File: config.mk
export PLATFORM = sky130hd
export DESIGN_NAME = pipeline_hazard_unit
export DESIGN_NICKNAME = d
export VERILOG_FILES = /design/src/rtl/pipeline_hazard_unit.sv
export SDC_FILE = /design/constraint.sdc
export NUM_CORES = 1
export LEC_CHECK = 0
export ABC_CLOCK_PERIOD_IN_PS = 1880
export BUFFER_PORTS_ARGS = -buffer_cell sky130_fd_sc_hd__buf_2
export CAP_MARGIN = 20
export CELL_PAD_IN_SITES_DETAIL_PLACEMENT = 0
export CELL_PAD_IN_SITES_GLOBAL_PLACEMENT = 1
export CORE_ASPECT_RATIO = 0.8
export CORE_MARGIN = 2
export CORE_UTILIZATION = 24
export DETAILED_ROUTE_END_ITERATION = 16
export PLACE_DENSITY_LB_ADDON = 0.1
export SLEW_MARGIN = 10
export SYNTH_ARGS = -nofsm -noshare
export SYNTH_HDL_FRONTEND = slang
export SYNTH_SLANG_ARGS = --single-unit
File: constraint.sdc
create_clock -name CLK -period 1.88 [get_ports CLK]
set_clock_uncertainty 0.15 [all_clocks]
set_input_delay 0.282 -clock CLK [delete_from_list [all_inputs] [get_ports CLK]]
set_output_delay 0.282 -clock CLK [all_outputs]
set_load 0.01 [all_outputs]
File: src/rtl/pipeline_hazard_unit.sv
// pipeline_hazard_unit
// ID-stage hazard unit for a 5-stage MIPS pipeline (IF/ID/EX/MEM/WB).
// Detects RAW hazards for both ID source operands against the EX and MEM
// producers, drives registered forwarding selects for the EX stage, inserts
// LOAD_USE_BUBBLES bubbles per load-use hazard, stalls on a busy mult/div unit
// and gives a taken branch priority over every stall source.
//
// Optional feature macro: HAZARD_STATS_EN (saturating stall/forward counters).
// When undefined the statistics ports are tied to zero.
//
// Ports:
//   CLK, CLR            clock (rising edge), synchronous active-high reset
//   R1Adr/R2Adr         ID operand addresses; R1Used/R2Used operand is read
//   MdReq/MdBusy        ID needs mult/div; mult/div unit busy
//   EX_WAdr, EX_RegWrite, EX_MemToReg   producer in EX
//   MEM_WAdr, MEM_RegWrite              producer in MEM
//   BranchTaken         branch resolved taken in EX
//   Stall_PC_ID, Bubble_EX, Flush_IF_ID pipeline control (combinational)
//   R1_Fwd/R2_Fwd       registered EX operand selects (00 rf, 01 EX/MEM, 10 MEM/WB)
//   Stat_Stalls/Stat_Fwds statistics counters
module pipeline_hazard_unit #(
    parameter int unsigned ADR_W            = 5,
    parameter int unsigned LOAD_USE_BUBBLES = 1,
    parameter int unsigned STAT_W           = 16
) (
    input  logic              CLK,
    input  logic              CLR,
    input  logic [ADR_W-1:0]  R1Adr,
    input  logic [ADR_W-1:0]  R2Adr,
    input  logic              R1Used,
    input  logic              R2Used,
    input  logic              MdReq,
    input  logic              MdBusy,
    input  logic [ADR_W-1:0]  EX_WAdr,
    input  logic              EX_RegWrite,
    input  logic              EX_MemToReg,
    input  logic [ADR_W-1:0]  MEM_WAdr,
    input  logic              MEM_RegWrite,
    input  logic              BranchTaken,
    output logic              Stall_PC_ID,
    output logic              Bubble_EX,
    output logic              Flush_IF_ID,
    output logic [1:0]        R1_Fwd,
    output logic [1:0]        R2_Fwd,
    output logic [STAT_W-1:0] Stat_Stalls,
    output logic [STAT_W-1:0] Stat_Fwds
);

    typedef enum logic [1:0] {StIdle, StLuStall, StMdWait} state_e;

    // First bubble is issued from StIdle, the rest are counted in StLuStall.
    localparam logic [2:0] LuInit = 3'(LOAD_USE_BUBBLES - 1);

    state_e     state_q, state_d;
    logic [2:0] cnt_q, cnt_d;
    logic [1:0] r1_fwd_q, r1_fwd_d, r2_fwd_q, r2_fwd_d;

    logic r1_exm, r2_exm, r1_memm, r2_memm, lu;

    // Register 0 is hardwired zero and never produces a hazard.
    assign r1_exm  = R1Used & EX_RegWrite & (EX_WAdr != '0) & (EX_WAdr == R1Adr);
    assign r2_exm  = R2Used & EX_RegWrite & (EX_WAdr != '0) & (EX_WAdr == R2Adr);
    assign r1_memm = R1Used & MEM_RegWrite & (MEM_WAdr != '0) & (MEM_WAdr == R1Adr);
    assign r2_memm = R2Used & MEM_RegWrite & (MEM_WAdr != '0) & (MEM_WAdr == R2Adr);
    assign lu      = EX_MemToReg & (r1_exm | r2_exm);

    always_comb begin
        state_d     = state_q;
        cnt_d       = cnt_q;
        Stall_PC_ID = 1'b0;
        Bubble_EX   = 1'b0;
        Flush_IF_ID = 1'b0;
        if (CLR) begin
            state_d = StIdle;
            cnt_d   = '0;
        end else if (BranchTaken) begin
            // PC must load the target, so the flush overrides any stall.
            Flush_IF_ID = 1'b1;
            Bubble_EX   = 1'b1;
            state_d     = StIdle;
            cnt_d       = '0;
        end else begin
            unique case (state_q)
                StIdle: begin
                    if (lu) begin
                        Stall_PC_ID = 1'b1;
                        Bubble_EX   = 1'b1;
                        if (LOAD_USE_BUBBLES > 1) begin
                            state_d = StLuStall;
                            cnt_d   = LuInit;
                        end
                    end else if (MdReq && MdBusy) begin
                        Stall_PC_ID = 1'b1;
                        Bubble_EX   = 1'b1;
                        state_d     = StMdWait;
                    end
                end
                StLuStall: begin
                    Stall_PC_ID = 1'b1;
                    Bubble_EX   = 1'b1;
                    cnt_d       = cnt_q - 3'd1;
                    if (cnt_q <= 3'd1) begin
                        state_d = StIdle;
                        cnt_d   = '0;
                    end
                end
                StMdWait: begin
                    if (MdBusy) begin
                        Stall_PC_ID = 1'b1;
                        Bubble_EX   = 1'b1;
                    end else begin
                        state_d = StIdle;
                    end
                end
                default: begin
                    state_d = StIdle;
                    cnt_d   = '0;
                end
            endcase
        end
    end

    // EX producer is newer than MEM; a load in EX cannot forward (it stalls instead).
    always_comb begin
        r1_fwd_d = 2'b00;
        r2_fwd_d = 2'b00;
        if (!CLR && !Bubble_EX && !Stall_PC_ID) begin
            if (r1_exm && !EX_MemToReg) r1_fwd_d = 2'b01;
            else if (r1_memm)           r1_fwd_d = 2'b10;
            if (r2_exm && !EX_MemToReg) r2_fwd_d = 2'b01;
            else if (r2_memm)           r2_fwd_d = 2'b10;
        end
    end

    always_ff @(posedge CLK) begin
        if (CLR) begin
            state_q  <= StIdle;
            cnt_q    <= '0;
            r1_fwd_q <= 2'b00;
            r2_fwd_q <= 2'b00;
        end else begin
            state_q  <= state_d;
            cnt_q    <= cnt_d;
            r1_fwd_q <= r1_fwd_d;
            r2_fwd_q <= r2_fwd_d;
        end
    end

    assign R1_Fwd = r1_fwd_q;
    assign R2_Fwd = r2_fwd_q;

`ifdef HAZARD_STATS_EN
    logic [STAT_W-1:0] stalls_q, fwds_q;
    logic [1:0]        n_fwd;
    logic [STAT_W:0]   fwd_sum;

    assign n_fwd   = {1'b0, |r1_fwd_d} + {1'b0, |r2_fwd_d};
    assign fwd_sum = {1'b0, fwds_q} + (STAT_W + 1)'(n_fwd);

    always_ff @(posedge CLK) begin
        if (CLR) begin
            stalls_q <= '0;
            fwds_q   <= '0;
        end else begin
            if (Stall_PC_ID && !(&stalls_q)) stalls_q <= stalls_q + 1'b1;
            // Adding up to 2 may overshoot all-ones; clamp on carry-out.
            fwds_q <= fwd_sum[STAT_W] ? '1 : fwd_sum[STAT_W-1:0];
        end
    end

    assign Stat_Stalls = stalls_q;
    assign Stat_Fwds   = fwds_q;
`else
    assign Stat_Stalls = '0;
    assign Stat_Fwds   = '0;
`endif

endmodule

==> impl_metrics.env, run 1 <==
export IMPL_cp_num_buf_inv=3
export IMPL_dp_cells=188
export IMPL_arrival_ns=1.42
export IMPL_place_ws_ns=-0.07037
export IMPL_worstSetupStartpointType="primary input"
export IMPL_grt_met2_usage=0.1601
export IMPL_reg2reg_to="R2_Fwd[0]"
export IMPL_placed_area_um2=993.5
export IMPL_vias_per_cell=3.943
export IMPL_crit_chain="buf_6 > or4_4 > o21ai_4 > buf_6 > o41ai_2 > buf_2"
export IMPL_r2r_start="state_q[1]"
export IMPL_layout_setup_ws_ns=0.02971
export IMPL_r2r_setup_slack_ns=0.29
export IMPL_netlist_area_um2=767.0
export IMPL_grt_use_total=0.1013
export IMPL_hold_violations=0
export IMPL_wl_per_cell_um=9.880
export IMPL_leakage_nw=0.5571
export IMPL_rsz0062_at_grt="true"
export IMPL_drc=0
export IMPL_cp_top_family="simple AND/OR/NAND/NOR gates"
export IMPL_yosysUniqueCellTypes=24
export IMPL_ys_seq_area_frac=0.1305
export IMPL_ys_ff_latch=5
export IMPL_grt_use_met3=0.02058
export IMPL_grt_pass1_wl_um=2725
export IMPL_worst_path_most_repeated_cell="buf_6"
export IMPL_fmax_mhz=540.5
export IMPL_vias=757
export IMPL_stdcell_count=192
export IMPL_drt_total_wl_um=1897
export IMPL_n_antenna_cell=0
export IMPL_finalCritPeriodShare=0.9842
export IMPL_fin_crit_ns=1.850
export IMPL_die_h_um=54.56
export IMPL_status="complete, no violations"
export IMPL_syn_inst=97
export IMPL_cp_data_required_time_ns=1.45
export IMPL_dr_pass1_iters=4
export IMPL_setup_viol=0
export IMPL_rows=18
export IMPL_drtIter0Drc=18
export IMPL_coreArea_um2=3063
export IMPL_worstSkewPairLatency_ns=0.22
export IMPL_io_pins=69
export IMPL_grt_pass1_vias=660
export IMPL_hold_buffers=0
export IMPL_cts_tree="built"
export IMPL_cts_buffers=3
export IMPL_syn_area_per_cell_um2=7.907
export IMPL_drive_above_1_share=0.4474
export IMPL_cp_max_fo=4
export IMPL_maxCapViolCount=0
export IMPL_finalMaxSlewViolations=0
export IMPL_crit_start="EX_WAdr[1]"
export IMPL_antenna_found_initial=0
export IMPL_start_util=0.2504
export IMPL_die_w_um=67.21
export IMPL_clkTransAtPathRegs_ns=0.03
export IMPL_nets=183
export IMPL_place_gp_congestion=0.7524
export IMPL_slowest_stage="or4_4"
export IMPL_area_growth_pct=46.82
export IMPL_critical_path_max_stage_delay_ns=0.54
export IMPL_root_buffer="clkbuf_8"
export IMPL_clock_sinks=5
export IMPL_htree_levels=1
export IMPL_r2r_cells=4
export IMPL_grt_util_met1=0.1317
export IMPL_clock_path_buffers=2
export IMPL_grt_busiest_layer="met2"
export IMPL_hp_class="in2reg"
export IMPL_grt_max_degree=7
export IMPL_cp_depth=6
export IMPL_power_per_cell_area_nw_per_um2=450.7
export IMPL_io_buffers=36
export IMPL_dpl_hpwl_um=1703
export IMPL_drtAntennaViolNets=0
export IMPL_ys_warn_count=0
export IMPL_path_class="in2out"
export IMPL_die_area_um2=3667
export IMPL_ir_drop_v=0.0001176
export IMPL_worstSetupEndpoint="Bubble_EX"
export IMPL_final_area_um2=1126
export IMPL_timing_hold_ws_ns=0.1954
export IMPL_grt_remaining_overflow=0
export IMPL_worst_setup_path_end_kind="output pin"
-- cells by family (layout without fill, tap and decap cells) --
family          Yosys count  in the layout  share of synthesized area
compound gates           13             13                     0.1485
other cells               1             32                   0.004889
simple gates             25             25                     0.1697
buf+inv                  33             57                     0.3181
flops                     5              5                     0.1305
xor+xnor                 20             20                     0.2284
-- what timing repair did --
| action | in CTS | in global routing |
|---|---|---|
| pin swaps | 7 | 4 |
| buffers inserted | 0 | 0 |
| gates resized for setup | 10 | 8 |
| endpoints found under the setup margin | 2 | 2 |
-- worst min-delay path, cell delays in order --
cell and delay [ns]:
buf_2 0.11, nand3_1 0.08, a2111oi_2 0.04
-- power breakdown --
group	switching, mW	internal (mW)
combinational	0.107	0.0978
clock	0.0490	0.145
sequential	0.000727	0.108
total	0.157	0.351
-- final cells by class --
class,instances,area [um^2]
tap,40,50.05
fill,360,1937
clock buffer,4,45.04
sequential,5,100.1
multi-input combinational,90,594.3
inverter,1,3.754
timing repair buffer,52,332.8
-- cell usage in the layout, fill, tap and decap left out, types with 3 or more instances in the layout --
cell,netlist,final
nand2_1,5,5
conb_1,1,32
dfxtp_1,5,5
nor2_1,3,3
buf_6,0,4
buf_2,0,32
nand3_1,5,5
xnor2_2,0,4
nor3_1,3,3
o22ai_1,3,3
xor2_1,8,8
buf_4,32,15
clkbuf_8,0,3
xnor2_1,12,8
-- layer usage --
layer	share of wire	vias up
met1	0.43	330
met5	0	-
met2	0.47	40
met3	0.092	2
met4	0.0053	0
li1	-	385
-- worst min-delay path by stage --
stage               depth (start not counted)  slack (ns)   start         to
finish                                      3        0.20  R1Used  R1_Fwd[1]
global route                                3        0.21  R1Used  R1_Fwd[1]
CTS                                         3        0.20  R1Used  R1_Fwd[1]
detailed placement                          3        0.43  R1Used  R1_Fwd[1]
global placement                            3        0.43  R1Used  R1_Fwd[1]
floorplan                                   2        0.28  R1Used  R1_Fwd[1]
-- registers in the layout, indices dropped and copies added (netlist names) --
name and flops:
R1_Fwd 2, R2_Fwd 2, state_q 1
-- Yosys cell counts, drive strengths merged --
master,n,area (um^2)
o31a,1,10.01
xnor2,12,105.1
o22a,1,8.760
xor2,8,70.07
nand4,2,12.51
o21ai,2,13.76
o41ai,1,8.760
nor2,3,11.26
conb,1,3.750
nand2b,1,6.260
inv,1,3.750
a21oi,1,8.760
buf,32,240.2
dfxtp,5,100.1
nor3,3,15.01
nand2,5,18.77
o22ai,3,18.77
nor4,3,18.77
a2111oi,2,30.03
or4,2,15.01
or3,1,7.510
a21o,2,15.01
nand3,5,25.02
-- stage by stage --
step                setup TNS, ns    util  power, mW
floorplan                       0       -     0.2508
detailed placement        -0.1020  0.3243     0.2943
global placement         -0.05582  0.3243     0.2940
CTS                    -0.0005039  0.3538     0.5012
finish                          0  0.3676     0.5075
global route             -0.07147  0.3676     0.5428
No activity file was read; power rests on OpenSTA's default activity.
==> run 2: changes to the inputs <==
--- a/config.mk
+++ b/config.mk
@@ -5,14 +5,14 @@
 export SDC_FILE = /design/constraint.sdc
 export NUM_CORES = 1
 export LEC_CHECK = 0
-export ABC_CLOCK_PERIOD_IN_PS = 1880
+export ABC_CLOCK_PERIOD_IN_PS = 2200
 export BUFFER_PORTS_ARGS = -buffer_cell sky130_fd_sc_hd__buf_2
 export CAP_MARGIN = 20
 export CELL_PAD_IN_SITES_DETAIL_PLACEMENT = 0
 export CELL_PAD_IN_SITES_GLOBAL_PLACEMENT = 1
 export CORE_ASPECT_RATIO = 0.8
 export CORE_MARGIN = 2
-export CORE_UTILIZATION = 24
+export CORE_UTILIZATION = 26
 export DETAILED_ROUTE_END_ITERATION = 16
 export PLACE_DENSITY_LB_ADDON = 0.1
 export SLEW_MARGIN = 10
==> constraint.sdc (replaced) <==
create_clock -name CLK -period 2.2 [get_ports CLK]
set_clock_uncertainty 0.15 [all_clocks]
set_input_delay 0.33 -clock CLK [delete_from_list [all_inputs] [get_ports CLK]]
set_output_delay 0.33 -clock CLK [all_outputs]
set_load 0.01 [all_outputs]
==> run 2 against run 1 <==
  * Core utilization is 2.8 points lower
  * Critical path depth stayed put
  * Final area is 16% lower
  * Power is 21% lower
  * First-iteration DRC count is 61% lower
  * Global-route usage hardly changed
  * Count of clock-buffer cells in the layout stayed put
  * Routed wire length is 9.2% lower
  * Largest power group is now the clock network
  * Highest routed layer unchanged
==> impl_metrics.env, run 2 (synthesis gave the netlist of run 1 again) <==
export IMPL_layout_common_cells="buf_2 (36), conb_1 (32), xnor2_1 (12)"
export IMPL_worst_setup_path_end_kind="output pin"
export IMPL_dr_pass1_iters=4
export IMPL_rows=17
export IMPL_die_area_um2=3403
export IMPL_multi_input_area_um2=546.8
export IMPL_hold_buffers=0
export IMPL_final_common_cell="buf_2"
export IMPL_dpl_hpwl_um=1553
export IMPL_nets=170
export IMPL_place_gp_congestion=0.7186
export IMPL_vias_per_cell=3.989
export IMPL_n_antenna_cell=0
export IMPL_cts_tree="built"
export IMPL_worstSkewPairLatency_ns=0.22
export IMPL_wl_per_cell_um=9.734
export IMPL_status="complete, no violations"
export IMPL_ir_drop_v=0.0001024
export IMPL_hold_violations=0
export IMPL_finalMaxSlewViolations=0
export IMPL_path_class="in2out"
export IMPL_worstSetupStartpointType="primary input"
export IMPL_finalCritPeriodShare=0.9061
export IMPL_cts_buffers=3
export IMPL_io_pins=69
export IMPL_clock_path_buffers=2
export IMPL_drc=0
export IMPL_fill_cells=314
export IMPL_coreArea_um2=2786
export IMPL_grt_remaining_overflow=0
export IMPL_cp_data_required_time_ns=1.72
export IMPL_tns_ns=0
export IMPL_regArea_um2=100.1
export IMPL_drive_above_1_share=0.3525
export IMPL_hp_class="in2reg"
export IMPL_grt_pass1_vias=588
export IMPL_grt_max_degree=7
export IMPL_fmax_mhz=501.7
export IMPL_die_h_um=52.58
export IMPL_antenna_found_initial=0
export IMPL_final_util=0.3395
export IMPL_rsz0062_at_grt="false"
export IMPL_arrival_ns=1.51
export IMPL_setup_viol=0
export IMPL_cp_max_fo=3
export IMPL_io_buffers=36
export IMPL_vias=706
export IMPL_drtAntennaViolNets=0
export IMPL_root_buffer="clkbuf_8"
export IMPL_clkTransAtPathRegs_ns=0.03
export IMPL_maxCapViolCount=0
export IMPL_power_per_cell_area_nw_per_um2=421.3
export IMPL_leakage_nw=0.4587
export IMPL_fin_crit_ns=1.993
export IMPL_htree_levels=1
export IMPL_drtIter0Drc=7
export IMPL_area_growth_pct=23.33
export IMPL_clock_sinks=5
export IMPL_grt_use_total=0.1017
export IMPL_grt_pass1_wl_um=2608
export IMPL_start_util=0.2753
export IMPL_drt_total_wl_um=1723
export IMPL_die_w_um=64.73
## run 2: worst paths after layout
path / slack, ns / depth (start not counted) / endpoint / startpoint
setup / recovery: 0.21 / 6 / Stall_PC_ID / EX_WAdr[0]
hold / removal: 0.25 / 3 / R1_Fwd[1] / R1Used
setup reg to reg: 0.59 / 4 / R2_Fwd[0] / state_q[1]
hold reg to reg: 0.51 / 3 / state_q[1] / state_q[1]
## run 2: critical path, stage by stage
cell and delay, ns:
buf_2 0.12, or4_1 0.54, o21ai_2 0.15, nor4_1 0.07
a21o_1 0.17, buf_2 0.13
## run 2: layout make-up
type	count	area share
multi-input cells	90	0.5780
well taps	38	0.05026
flip-flops and latches	5	0.1058
clock buffers	4	0.04762
repair buffers	39	0.2143
inverters	1	0.003968
## run 2: timing repair
| action | CTS | global route |
|---|---|---|
| endpoints found under the setup margin | 0 | 1 |
| buffers inserted | 0 | 0 |
| resized for setup | 0 | 1 |
## run 2: layer usage
metal	GRT usage	routed length (um)	vias to the layer above	share of wire
met4	0.04255	14	0	0.0081
li1	-	-	357	-
met5	0	0	-	0
met2	0.1512	770	47	0.45
met1	0.1440	764	300	0.44
met3	0.01720	172	2	0.10
## run 2: through the flow
| stage | power (mW) | hold WS (ns) | setup WS, ns | instance area [um^2] | instances |
|---|---|---|---|---|---|
| after floorplan | 0.2143 | 0.3301 | 0.2946 | 883.3 | 128 |
| after global placement | 0.2306 | 0.4842 | 0.1655 | 893.4 | 173 |
| after detailed placement | 0.2305 | 0.4817 | 0.1828 | 893.4 | 173 |
| after CTS | 0.4011 | 0.2552 | 0.1816 | 938.4 | 177 |
| after global routing | 0.4276 | 0.2689 | 0.05134 | 945.9 | 177 |
| final | 0.3985 | 0.2528 | 0.2067 | 945.9 | 177 |
## run 2: power breakdown
part           switching [mW]  internal (mW)  total, mW
Clock                  0.0429          0.124      0.167
Sequential           0.000626         0.0919     0.0925
Combinational          0.0832         0.0557      0.139
Total                   0.127          0.272      0.399
==> run 3: changes to the inputs <==
--- a/config.mk
+++ b/config.mk
@@ -10,7 +10,7 @@
 export CAP_MARGIN = 20
 export CELL_PAD_IN_SITES_DETAIL_PLACEMENT = 0
 export CELL_PAD_IN_SITES_GLOBAL_PLACEMENT = 1
-export CORE_ASPECT_RATIO = 0.8
+export CORE_ASPECT_RATIO = 1.75
 export CORE_MARGIN = 2
 export CORE_UTILIZATION = 26
 export DETAILED_ROUTE_END_ITERATION = 16
==> run 3 against run 2 <==
  * Count of clock-buffer cells in the layout did not move
  * Combinational power hardly changed
  * Maximum frequency down 1.2%
  * Cell count down 5.6%
  * Critical path depth is the same
  * Register-to-register slack improved by 0.02 ns
  * First-iteration DRC count rose by 14%
  * Worst setup slack worse by 0.025 ns
  * Die area increased by 0.42%
  * Worst hold slack lost 0.0087 ns
  * Via count grew 1.4%
  * Clock power barely moved
==> impl_metrics.env, run 3 (synthesis gave the netlist of run 1 again) <==
export IMPL_die_area_um2=3417
export IMPL_vias_per_cell=4.287
export IMPL_setup_viol=0
export IMPL_start_util=0.2679
export IMPL_power_per_cell_area_nw_per_um2=432.6
export IMPL_area_growth_pct=20.72
export IMPL_leakage_nw=0.4545
export IMPL_cts_resized=0
export IMPL_wl_per_cell_um=11.39
export IMPL_drc=0
export IMPL_maxCapViolCount=0
export IMPL_grt_remaining_overflow=0
export IMPL_coreArea_um2=2863
export IMPL_cp_data_required_time_ns=1.72
export IMPL_vias=716
export IMPL_place_ws_ns=0.1382
export IMPL_layout_setup_ws_ns=0.1816
export IMPL_final_area_um2=925.9
export IMPL_antenna_found_initial=0
export IMPL_clock_path_buffers=2
export IMPL_clock_sinks=5
export IMPL_grt_pass1_wl_um=2628
export IMPL_htree_levels=1
export IMPL_ir_drop_v=0.0001317
export IMPL_rsz0062_at_grt="false"
export IMPL_grt_use_total=0.1074
export IMPL_status="complete, no violations"
export IMPL_hold_violations=0
export IMPL_placed_area_um2=880.8
export IMPL_tns_ns=0
export IMPL_worstSkewPairLatency_ns=0.22
export IMPL_die_h_um=75.85
export IMPL_worst_setup_path_end_kind="output pin"
export IMPL_n_antenna_cell=0
export IMPL_grt_max_degree=7
export IMPL_path_class="in2out"
export IMPL_cp_max_fo=3
export IMPL_cts_buffers=3
export IMPL_clkTransAtPathRegs_ns=0.04
export IMPL_drtAntennaViolNets=0
export IMPL_dr_pass1_iters=3
export IMPL_post_cts_buffers=0
export IMPL_place_gp_congestion=0.7474
export IMPL_fmax_mhz=495.4
export IMPL_finalCritPeriodShare=0.9174
export IMPL_hp_class="in2reg"
export IMPL_cts_tree="built"
export IMPL_root_buffer="clkbuf_8"
export IMPL_io_pins=69
export IMPL_drtIter0Drc=8
export IMPL_layout_common_cells="buf_2 (36), conb_1 (32), xnor2_1 (12)"
export IMPL_final_common_cell="buf_2"
export IMPL_worstSetupStartpointType="primary input"
export IMPL_rows=26
export IMPL_finalMaxSlewViolations=0
export IMPL_arrival_ns=1.54
export IMPL_grt_pass1_vias=597
export IMPL_drt_total_wl_um=1902
export IMPL_io_buffers=36
export IMPL_hold_buffers=0
export IMPL_dpl_hpwl_um=1766
export IMPL_fin_crit_ns=2.018
export IMPL_die_w_um=45.06
export IMPL_nets=170
export IMPL_drive_above_1_share=0.3453
-- run 3: changes by cell type in the layout (fill, tap and decap cells not counted) --
cell and change:
o41ai_1 +1, o41ai_2 -1
-- run 3: critical path: stages --
cell     delay [ns]
buf_2          0.12
xnor2_1        0.16
nand4_1        0.14
o22a_1         0.25
o41ai_1        0.35
buf_2          0.19
-- run 3: routing by layer --
| layer | wire length, um | GRT usage | part of all wire | up-vias |
|---|---|---|---|---|
| li1 | - | - | - | 356 |
| met3 | 142 | 0.02133 | 0.075 | 4 |
| met2 | 1154 | 0.2063 | 0.61 | 29 |
| met4 | 29 | 0.05882 | 0.015 | 0 |
| met1 | 576 | 0.1009 | 0.30 | 327 |
| met5 | 0 | 0 | 0 | - |
-- run 3: final timing paths --
| path | startpoint | endpoint | slack, ns | cells past startpoint |
|---|---|---|---|---|
| worst min register to register | state_q[1] | state_q[1] | 0.48 | 3 |
| worst min-delay path | R1Used | R1_Fwd[1] | 0.24 | 3 |
| worst max-delay path | EX_WAdr[2] | Bubble_EX | 0.18 | 6 |
| worst max register to register | state_q[1] | R1_Fwd[0] | 0.61 | 4 |
-- run 3: cell type report --
type,instances,area (um^2)
tap,28,35.03
clock buffer,4,45.04
timing repair buffer,39,202.7
inverter,1,3.754
fill,347,1937
sequential,5,100.1
multi-input combinational,90,539.3
-- run 3: where the power goes --
group,switching [mW],internal [mW],total [mW]
Sequential,0.000537,0.0919,0.0924
Combinational,0.0831,0.0551,0.138
Clock,0.0454,0.124,0.170
Total,0.129,0.271,0.401
-- run 3: per-stage QoR --
stage                       util  hold WS, ns  total power [mW]  cells
after global routing      0.3234       0.2556            0.4273    167
after global placement    0.3077       0.4857            0.2322    163
final                     0.3234       0.2441            0.4005    167
after detailed placement  0.3077       0.4719            0.2320    163
after floorplan                -       0.3301            0.2143    128
after CTS                 0.3234       0.2438            0.4035    167
